## src/rtl/sbmx_round_ctrl.sv

```systemverilog
// Iterative round controller: walks the four 16-bit columns of a 64-bit state
// through one shared sbmx column unit, ROUNDS times, with valid/ready on both ends.
module sbmx_round_ctrl #(
  parameter int ROUNDS = 10
) (
  input  logic        clk,
  input  logic        rst,
  input  logic        in_valid,
  output logic        in_ready,
  input  logic [0:63] in_state,
  input  logic        abort,
  output logic [3:0]  round_idx,
  input  logic [0:63] rk,
  output logic [15:0] col_a,
  output logic [15:0] col_s,
  input  logic [15:0] col_c,
  output logic        busy,
  output logic        out_valid,
  input  logic        out_ready,
  output logic [0:63] out_state,
  output logic [1:0]  dbg_state
);

  // Handshake rule (both ports): a transfer happens on the rising edge where
  // valid and ready are both high; valid/ready are never combinationally
  // dependent on the partner's signal, and in_ready/out_valid depend only on state.

  typedef enum logic [1:0] {
    IDLE = 2'd0,
    RUN  = 2'd1,
    DONE = 2'd2
  } state_e;

  localparam logic [3:0] LAST_RND = 4'(ROUNDS - 1);

  state_e      state_q, state_d;
  logic [0:63] st_q, st_d;
  logic [0:63] out_q, out_d;
  logic [1:0]  col_q, col_d;
  logic [3:0]  rnd_q, rnd_d;
  logic [5:0]  col_base;

  // Column j occupies bits [16j:16j+15]; column 0 is the most significant word.
  assign col_base  = {col_q, 4'b0000};
  assign out_state = out_q;
  assign dbg_state = state_q;

  always_comb begin
    state_d   = state_q;
    st_d      = st_q;
    out_d     = out_q;
    col_d     = col_q;
    rnd_d     = rnd_q;
    in_ready  = 1'b0;
    busy      = 1'b0;
    out_valid = 1'b0;
    round_idx = 4'd0;
    col_a     = 16'd0;
    col_s     = 16'd0;
    case (state_q)
      IDLE: begin
        in_ready = 1'b1;
        // abort outranks a simultaneous load request
        if (in_valid && !abort) begin
          st_d    = in_state;
          col_d   = 2'd0;
          rnd_d   = 4'd0;
          state_d = RUN;
        end
      end
      RUN: begin
        busy      = 1'b1;
        round_idx = rnd_q;
        col_a     = st_q[col_base +: 16];
        col_s     = rk[col_base +: 16];
        if (abort) begin
          state_d = IDLE;
        end else begin
          st_d[col_base +: 16] = col_c;
          col_d = col_q + 2'd1;
          if (col_q == 2'd3) begin
            rnd_d = rnd_q + 4'd1;
            if (rnd_q == LAST_RND) begin
              // final capture includes the column written this cycle
              out_d   = st_d;
              rnd_d   = 4'd0;
              state_d = DONE;
            end
          end
        end
      end
      DONE: begin
        out_valid = 1'b1;
        if (abort || out_ready) begin
          state_d = IDLE;
        end
      end
      default: begin
        state_d = IDLE;
      end
    endcase
  end

  always_ff @(posedge clk or posedge rst) begin
    if (rst) begin
      state_q <= IDLE;
      st_q    <= '0;
      out_q   <= '0;
      col_q   <= 2'd0;
      rnd_q   <= 4'd0;
    end else begin
      state_q <= state_d;
      st_q    <= st_d;
      out_q   <= out_d;
      col_q   <= col_d;
      rnd_q   <= rnd_d;
    end
  end

endmodule

```

## config.mk

```make
export PLATFORM = sky130hd
export DESIGN_NAME = sbmx_round_ctrl
export DESIGN_NICKNAME = d
export VERILOG_FILES = /design/src/rtl/sbmx_round_ctrl.sv
export SDC_FILE = /design/constraint.sdc
export NUM_CORES = 1
export LEC_CHECK = 0
export ABC_AREA = 0
export CORE_MARGIN = 5
export CORE_UTILIZATION = 46
export CTS_CLUSTER_SIZE = 30
export DETAILED_ROUTE_END_ITERATION = 8
export DONT_BUFFER_PORTS = 1
export SLEW_MARGIN = 0
export SYNTH_ARGS = -nofsm -noshare
export SYNTH_HDL_FRONTEND = slang
export SYNTH_SLANG_ARGS = --single-unit
export TNS_END_PERCENT = 20
```

## constraint.sdc

```tcl
create_clock -name clk -period 6.03 [get_ports clk]
set_input_delay 1.206 -clock clk [delete_from_list [all_inputs] [get_ports clk]]
set_output_delay 1.206 -clock clk [all_outputs]
set_load 0.01 [all_outputs]
```

After elaboration in Yosys (flattened, before gate mapping)
Cells that the tools add are included.

Flip-flop bits (word level): 136. Bits in latches: 0. RAM bits: 0. Memory bits (read-only): 0. Input port bits: 149. Output and inout bits: 105. Logic and storage cells: 57. Memories: 0.

Add/sub/neg operators: 3. Multipliers: 0. Divide/modulo/power cells: 0. Order comparisons: 0. Equal/unequal tests: 10. Shifts and indexed selects: 4. Muxes and demuxes: 24. Bitwise logic cells: 2. Reductions and logical operators: 9.

Operator list (count): $shiftx A64 B7 Y65 (2); $mux W64 (2); $pmux W64 S2 (1); $shift A65 B8 Y64 const A (1); $shiftx A65 B8 Y64 (1); $bwmux W64 (1); $mux W16 (2); $mux W4 (5); $mux W2 (7); $reduce_and A4 Y1 (3); $ne A2 B2 Y1 const B (4); $neg A7 Y8 (1); $pmux W4 S2 (1); $not A6 Y7 (1); $ne A3 B3 Y1 const B (2); $pmux W2 S3 (1); $add A4 B1 Y4 const B (1); $eq A2 B2 Y1 const B (2); $eq A4 B4 Y1 const B (1); $pmux W2 S2 (1); $mux W1 (3); $reduce_and A3 Y1 (1); $add A2 B1 Y2 const B (1); $eq A2 B1 Y1 const B (1); other kinds (6) (6).

Longest topological paths before layout
Gate-level depths: netlist of the first run.

Depth after elaboration: 6. Gate-level depth with buffers: 9. Mapped depth without buffers: 5.

Least setup slack after synthesis of the first run
Ideal clock, no wire load.

Kind: input port to output port. Start point: input rk[63] (netlist name). End point: output col_s[0]. Data arrival time: 1.829 ns. Data required time: 4.824 ns. Setup slack: 2.995 ns. Cell stages on the path: 2. Buffers on the path: 0. Cells stage by stage: mux4_2 -> and2_1.

Word-level cells in the longest chain between the ends: 2.

RTL lines: start: declaration (line 13) `input logic [0:63] rk,`; $shiftx A64 B7 Y65 (line 75) `col_s = rk[col_base +: 16];`; $mux W16 (line 60) `case (state_q)`; end: declaration (line 15) `output logic [15:0] col_s,`.

No other way between the ends.

Worst setup path after layout of the first run
Start point: register state_q[0] (netlist: dbg_state[0]). End point: output col_a[1].

Word-level cells in the longest chain between the ends: 2.

RTL lines: start: declaration (line 36) `state_e state_q, state_d;`; start signal: assignment (line 112) `state_q <= state_d;`; $eq A2 B1 Y1 (line 60); $mux W16 (line 60); end: declaration (line 14) `output logic [15:0] col_a,`.

No other way between the ends.

==> results of run 1 <==
[Yosys cell counts (all sizes together)]
master | n | share of area, %
a31oi | 16 | 1.2
nor2b | 17 | 1.2
mux2i | 17 | 2.0
or2 | 3 | 0.22
o31ai | 50 | 4.4
o22ai | 32 | 2.3
a2bb2oi | 1 | 0.10
and2 | 35 | 2.5
dfrtp | 136 | 39
or4b | 1 | 0.12
a211oi | 16 | 1.4
clkbuf | 64 | 2.8
o221a | 32 | 4.2
nand2 | 33 | 1.4
o2bb2ai | 1 | 0.10
nand4b | 1 | 0.10
a21oi | 1 | 0.058
inv | 87 | 3.8
a22o | 16 | 1.6
a311oi | 16 | 1.6
nand3b | 1 | 0.087
o21ai | 71 | 4.1
nand3 | 1 | 0.058
mux4 | 32 | 8.4
buf | 24 | 2.1
nand2b | 4 | 0.32
nor3b | 1 | 0.087
nor2 | 53 | 2.3
mux2 | 48 | 8.2
or3 | 2 | 0.15
nand4 | 17 | 1.2
o211ai | 17 | 1.5
ha | 6 | 0.87
[cell type report]
type,count,area share (%)
Clock inverter,12,2.12
Tap cell,234,3.16
Multi-Input combinational cell,541,48.3
Sequential cell,136,36.7
Inverter,87,3.60
Clock buffer,20,5.03
Timing Repair Buffer,13,1.05
[power breakdown]
part / switching (mW) / total [mW] / internal, mW
Sequential: 0.153 / 1.17 / 1.02
Clock: 0.412 / 1.18 / 0.765
Combinational: 0.413 / 0.723 / 0.311
[per-stage QoR]
step | cells | cell area, sq um
6_report | 1043 | 9270
5_1_grt | 1043 | 9270
4_1_cts | 1043 | 9270
3_5_place_dp | 1011 | 8610
3_3_place_gp | 1011 | 8610
2_1_floorplan | 852 | 8620
[registers in the layout (all words and copies together), names as in the netlist]
signal / count
st_q: 64
dbg_state: 2
out_state: 64
col_q: 2
rnd_q: 4
[cells by family (layout without fill, tap and decap cells)]
| family | after synthesis | after routing | share of synthesized area [%] |
|---|---|---|---|
| AOI/OAI and AO/OA | 269 | 269 | 22.5 |
| adders and majority gates | 6 | 6 | 0.871 |
| buffers and inverters | 175 | 132 | 8.68 |
| DFF | 136 | 136 | 39.5 |
| muxes | 97 | 97 | 18.5 |
| and+or+nand+nor | 169 | 169 | 9.89 |
[path summary, 6_finish.rpt]
path	start	to	slack, ns	depth (start not counted)
worst max-delay path	dbg_state[0]	col_a[1]	1.98	3
worst min-delay path	st_q[15]	st_q[15]	0.54	2
worst max register to register	col_q[0]	out_state[29]	2.51	6
worst min register to register	st_q[15]	st_q[15]	0.54	2
max in group asynchronous	rst	st_q[11]	4.07	2
min in group asynchronous	rst	out_state[59]	0.82	1
[routing by layer]
metal | global-route usage [%] | up-vias | share of wire [%]
met3 | 8.51 | 42 | 9.7
met1 | 35.0 | 3491 | 40
met2 | 43.1 | 390 | 48
met5 | 0 | - | 0.044
li1 | - | 3029 | -
met4 | 6.73 | 2 | 2.4
[critical path: stages (launching register included)]
cell and delay, ns:
dfrtp_1 0.58, nand2b_2 0.60, inv_4 0.88, and2_1 0.31
==> metrics.cfg, run 1 <==
[run_status]
status=completed

[clocking]
clk_pin_slew_ns=0.06
post_cts_buffers=0
cts_root_buffer=clkbuf_16
numCtsBuffers=17
ctsHoldBuffers=0
cts.repair.resized=0
h-tree-depth=4
clkSinkCount=136
clk_latency_ns=0.42
cts_tree=done
cts_max_path_buffers=2

[flow_run]
max-cap-violations=0

[route]
vias=6954
wl_mm=29.4
ant_nets=0
drt_iter0_markers=646
avgViaCountPerCell=6.67
wl_per_cell_microns=28.2
drtPass1Iterations=5
drc_errors=0

[layout]
nNetsFinal=951
area_growth_pct=7.62
multi_input_area_sq_mm=0.00448
nFillCells=1673
most-common-layout-cells=dfrtp_1, inv_1, o21ai_0
final_common_cell=dfrtp_1
diodes=0
drive_gt1_share_pct=20.8
register_area_sq_mm=0.00341
post-route-util_pct=49.9

[sta]
finClkSkew_ns=0.00580
period_minus_slack_ns=4.05
worstMarginPinSlew_ns=1.25
worst_slack_ns=1.98
period_share_pct=67.2
tns_ns=0
setup-violations-final=0
relSlewSlack_pct=16.5
rsz0062_at_grt=no
max_freq_mhz=247
drv_slew=0
hold_violations=0
whs_ns=0.542

[logic_synthesis]
synth_cell_type_count=40
syn_nets=1007
synth_seq_cells=136
synth_warnings=0
syn_avg_cell_area_sq_um=10.1
synthesis.area_sq_mm=0.00862
syn_inst=852
ys_seq_area_share_pct=39.5

[critical_path]
cp.required_ns=4.82
cp-start-kind=flip-flop
arrival_ns=2.84
cp-end-kind=primary output
worst-path-max-fanout=89
crit_type=flip-flop to primary output

[worst_hold_path]
hold_path.class=flip-flop to flip-flop

[place]
post-place-ws_ns=2.44
port_buffers=0
gp_congestion=0.866
hpwl_mm=20.5

[grt]
grt_use_total_pct=26.7
grt_pass1_wl_mm=44.4
grt_overflow_total=0
grt_pass1_vias=7006
antenna_found_initial=2
grt_max_degree=102

[power]
powerDensity_mw_per_mm2=332
power.leakage_nw=4.01
p_total_mw=3.08
ir_drop_mv=0.244

[floorplan]
fp.dieH_microns=147
dieWidth_microns=147
dieArea_sq_mm=0.0216
initial_utilization_pct=46.4
rows=50
io_pins=254
fp.coreArea_sq_mm=0.0186

Note: power is estimated with default switching activity, not from simulation.
==> run 2, diff against run 1 <==
==> constraint.sdc (replaced) <==
create_clock -name clk -period 3.4 [get_ports clk]
set_input_delay 0.68 -clock clk [delete_from_list [all_inputs] [get_ports clk]]
set_output_delay 0.68 -clock clk [all_outputs]
set_load 0.01 [all_outputs]
==> run 2 against run 1 <==
  * Sequential share of layout area grew 0.11 points
  * Critical path depth unchanged
  * Global-route usage down 0.19 points
  * Clock power rose by 45%
  * Non-clock buffer count increased by 12
  * First-iteration DRC count rose by 22%
  * Die area unchanged
  * Combinational power rose by 84%
  * Highest routed layer is now met4
  * Register-to-register slack worse by 1.7 ns
  * Clock skew rose by 0.0042 ns
  * Utilization shrank 0.15 points
==> metrics.cfg, run 2 (synthesis results as in run 1) <==
[grt]
grt_max_degree=79
antenna_found_initial=1
grt_use_total_pct=26.5
grt_overflow_total=0
grt_pass1_wl_mm=43.6
grt_pass1_vias=7102

[layout]
nNetsFinal=963
drive_gt1_share_pct=21.0
most-common-layout-cells=dfrtp_1, inv_1, o21ai_0
final_common_cell=dfrtp_1
area_growth_pct=7.29
multi_input_area_sq_mm=0.00448
register_area_sq_mm=0.00341
nFillCells=1649
post-route-util_pct=49.8

[clocking]
cts.repair.resized=0
clk_pin_slew_ns=0.06
clk_latency_ns=0.42
post_cts_buffers=0
cts_tree=done
clkSinkCount=136
cts_root_buffer=clkbuf_16
cts_max_path_buffers=2
ctsHoldBuffers=0
h-tree-depth=4
numCtsBuffers=17

[power]
power.leakage_nw=4.01
powerDensity_mw_per_mm2=551
ir_drop_mv=0.377

[place]
gp_congestion=0.886
post-place-ws_ns=0.761
port_buffers=0
hpwl_mm=21.1

[route]
drc_errors=0
vias=7130
ant_nets=0
drt_iter0_markers=788
wl_per_cell_microns=28.1
wl_mm=29.6
avgViaCountPerCell=6.77
drtPass1Iterations=8

[worst_hold_path]
hold_path.class=primary input to asynchronous set/reset pin

[flow_run]
max-cap-violations=0

[sta]
max_freq_mhz=323
setup-violations-final=0
relSlewSlack_pct=14.1
drv_slew=0
hold_violations=0
worst_slack_ns=0.303
tns_ns=0
period_minus_slack_ns=3.10
period_share_pct=91.1
whs_ns=0.244
worstMarginPinSlew_ns=1.29
finClkSkew_ns=0.00996
rsz0062_at_grt=no

[floorplan]
initial_utilization_pct=46.4
dieArea_sq_mm=0.0216
fp.dieH_microns=147
rows=50
io_pins=254
fp.coreArea_sq_mm=0.0186
dieWidth_microns=147

[critical_path]
cp-end-kind=primary output
cp-start-kind=flip-flop
worst-path-max-fanout=78
crit_type=flip-flop to primary output
arrival_ns=2.42
cp.required_ns=2.72

[run_status]
status=completed

run 2: worst paths after layout:
kind,slack [ns],depth (start not counted),endpoint,start
min in group clk,0.32,1,dbg_state[1],abort
worst min register to register,0.53,2,st_q[7],st_q[7]
worst min-delay path,0.24,1,st_q[61],rst
max in group asynchronous,2.29,2,col_q[1],rst
worst max-delay path,0.30,3,col_a[5],dbg_state[0]
worst max register to register,0.76,7,st_q[34],col_q[0]
run 2: layout make-up:
type | instances | share of cell area (%)
diodes | 1 | 0.0271
clock buffers | 25 | 5.25
clock inverters | 4 | 0.487
inverters | 87 | 3.60
multi-input cells | 541 | 48.5
flip-flops and latches | 136 | 36.8
well taps | 234 | 3.17
repair buffers | 25 | 2.17
run 2: stage by stage:
stage | area [sq um] | total power, mW | cells
6_report | 9250 | 5.10 | 1053
4_1_cts | 9240 | 5.11 | 1052
5_1_grt | 9250 | 5.33 | 1053
3_5_place_dp | 8710 | 3.39 | 1023
3_3_place_gp | 8710 | 3.35 | 1023
2_1_floorplan | 8620 | 3.03 | 852
run 2: per-layer routing:
layer / global-route usage, % / vias to the layer above / wire length, microns / part of all wire [%]
met2: 41.9 / 428 / 14100 / 48
met5: 0 / - / 0 / 0
met4: 10.8 / 0 / 1030 / 3.5
met1: 34.1 / 3580 / 11400 / 39
met3: 8.05 / 62 / 3070 / 10
li1: - / 3060 / - / -
run 2: report_power, final:
group | switching [mW] | total [mW] | internal, mW
clock network | 0.664 | 1.71 | 1.05
registers | 0.244 | 2.06 | 1.81
logic | 0.760 | 1.33 | 0.567
total | 1.67 | 5.10 | 3.43
run 2: worst max-delay path, stage by stage (launching register included):
cell and delay, ns:
dfrtp_1 0.58, nand2b_2 0.36, inv_4 0.68, and2_1 0.31
==> run 3, diff against run 2 <==
--- a/config.mk
+++ b/config.mk
@@ -11,6 +11,7 @@
 export CTS_CLUSTER_SIZE = 30
 export DETAILED_ROUTE_END_ITERATION = 8
 export DONT_BUFFER_PORTS = 1
+export MAX_ROUTING_LAYER = met4
 export SLEW_MARGIN = 0
 export SYNTH_ARGS = -nofsm -noshare
 export SYNTH_HDL_FRONTEND = slang
==> run 3 against run 2 <==
  * Non-clock buffer count unchanged
  * Final cell count is essentially flat
  * Setup slack worse by 0.076 ns
  * Critical path depth increased by 1
  * Critical endpoint is now col_a[6]
  * Critical path type unchanged
  * Wire length shrank 0.23%
  * Via count decreased by 0.83%
  * Highest routed layer unchanged
  * Clock power grew 4%
==> metrics.cfg, run 3 (synthesis results as in run 1) <==
[run_status]
status=completed

[layout]
drive_gt1_share_pct=21.6
most-common-layout-cells=dfrtp_1, inv_1, o21ai_0
final_common_cell=dfrtp_1
post-route-util_pct=50.0
area_growth_pct=7.74
nNetsFinal=963

[grt]
grtUsageMet1_pct=34.2
grt-busiest-layer=met2
grt_pass1_vias=7068
grt_pass1_wl_mm=43.9
grt_max_degree=72
use_met2_pct=42.7
antenna_found_initial=1
grt_util_met3_pct=7.50
grt_use_total_pct=27.3
grt_overflow_total=0

[clocking]
clk_latency_ns=0.42
cts_max_path_buffers=2
cts.repair.resized=0
cts_root_buffer=clkbuf_16
post_cts_buffers=0
cts_tree=done
clk_pin_slew_ns=0.06
numCtsBuffers=17
h-tree-depth=4
ctsHoldBuffers=0
clkSinkCount=136

[critical_path]
r2r-start=dbg_state[0]
arrival_ns=2.49
r2r_end=out_state[14]
cp-start-kind=flip-flop
crit_type=flip-flop to primary output
cp.required_ns=2.72
cp-end-kind=primary output
worst-path-max-fanout=43
r2r_setup_slack_ns=0.84
reg2regPathDepth=4

[sta]
period_share_pct=93.3
worst_slack_ns=0.226
setup-violations-final=0
max_freq_mhz=315
tns_ns=0
drv_slew=0
hold_violations=0
rsz0062_at_grt=no
whs_ns=0.215
period_minus_slack_ns=3.17
worstMarginPinSlew_ns=1.26
finClkSkew_ns=0.00718
relSlewSlack_pct=15.6

[floorplan]
initial_utilization_pct=46.4
fp.coreArea_sq_mm=0.0186
io_pins=254
fp.dieH_microns=147
rows=50
dieArea_sq_mm=0.0216
dieWidth_microns=147

[route]
ant_nets=0
drtPass1Iterations=6
avgViaCountPerCell=6.71
drt_iter0_markers=560
drc_errors=0
wl_mm=29.5
wl_per_cell_microns=28.0
vias=7071

[power]
power.leakage_nw=4.02
powerDensity_mw_per_mm2=554
ir_drop_mv=0.385
p_total_mw=5.15

[place]
post-place-ws_ns=0.696
hpwl_mm=21.1
gp_congestion=0.889
port_buffers=0

[flow_run]
max-cap-violations=0

[worst_hold_path]
hold_path.class=primary input to asynchronous set/reset pin

-- run 3: cell type report --
cell class	instances	area [sq um]
multi-input cells	541	4480
fillers	1686	9300
well taps	234	293
diodes	1	2.50
inverters	87	333
clock buffers	22	484
clock inverters	8	72.6
flip-flops and latches	136	3410
repair buffers	25	213
-- run 3: per-layer routing --
layer  routed length (microns)  share of wire (%)
met3                      2980                 10
met4                       777                2.6
met5                         0                  0
met2                     14100                 48
met1                     11600                 39
-- run 3: power breakdown --
| part | internal, mW | leakage [nW] | total, mW | switching (mW) |
|---|---|---|---|---|
| logic | 0.567 | 2.12 | 1.32 | 0.757 |
| registers | 1.81 | 1.63 | 2.05 | 0.238 |
| clock network | 1.07 | 0.270 | 1.77 | 0.705 |
-- run 3: worst max path at each step --
| stage | startpoint | endpoint | slack (ns) |
|---|---|---|---|
| final | dbg_state[0] | col_a[6] | 0.23 |
| after global placement | dbg_state[0] | col_s[15] | 0.79 |
| after global routing | dbg_state[0] | col_a[6] | 0.02 |
| after CTS | dbg_state[0] | col_s[2] | 0.23 |
| after floorplan | col_q[0] | st_q[44] | 1.02 |
| after detailed placement | dbg_state[0] | col_s[2] | 0.70 |
-- run 3: stage by stage --
step | cells | cell area (sq um)
final | 1054 | 9280
after global routing | 1054 | 9280
after CTS | 1053 | 9280
after detailed placement | 1023 | 8720
after global placement | 1023 | 8720
after floorplan | 852 | 8620
-- run 3: critical path, stage by stage, from the launching register on --
cell and delay [ns]:
dfrtp_1 0.57, nand2b_2 0.35, inv_4 0.47, buf_4 0.38
and2_1 0.25
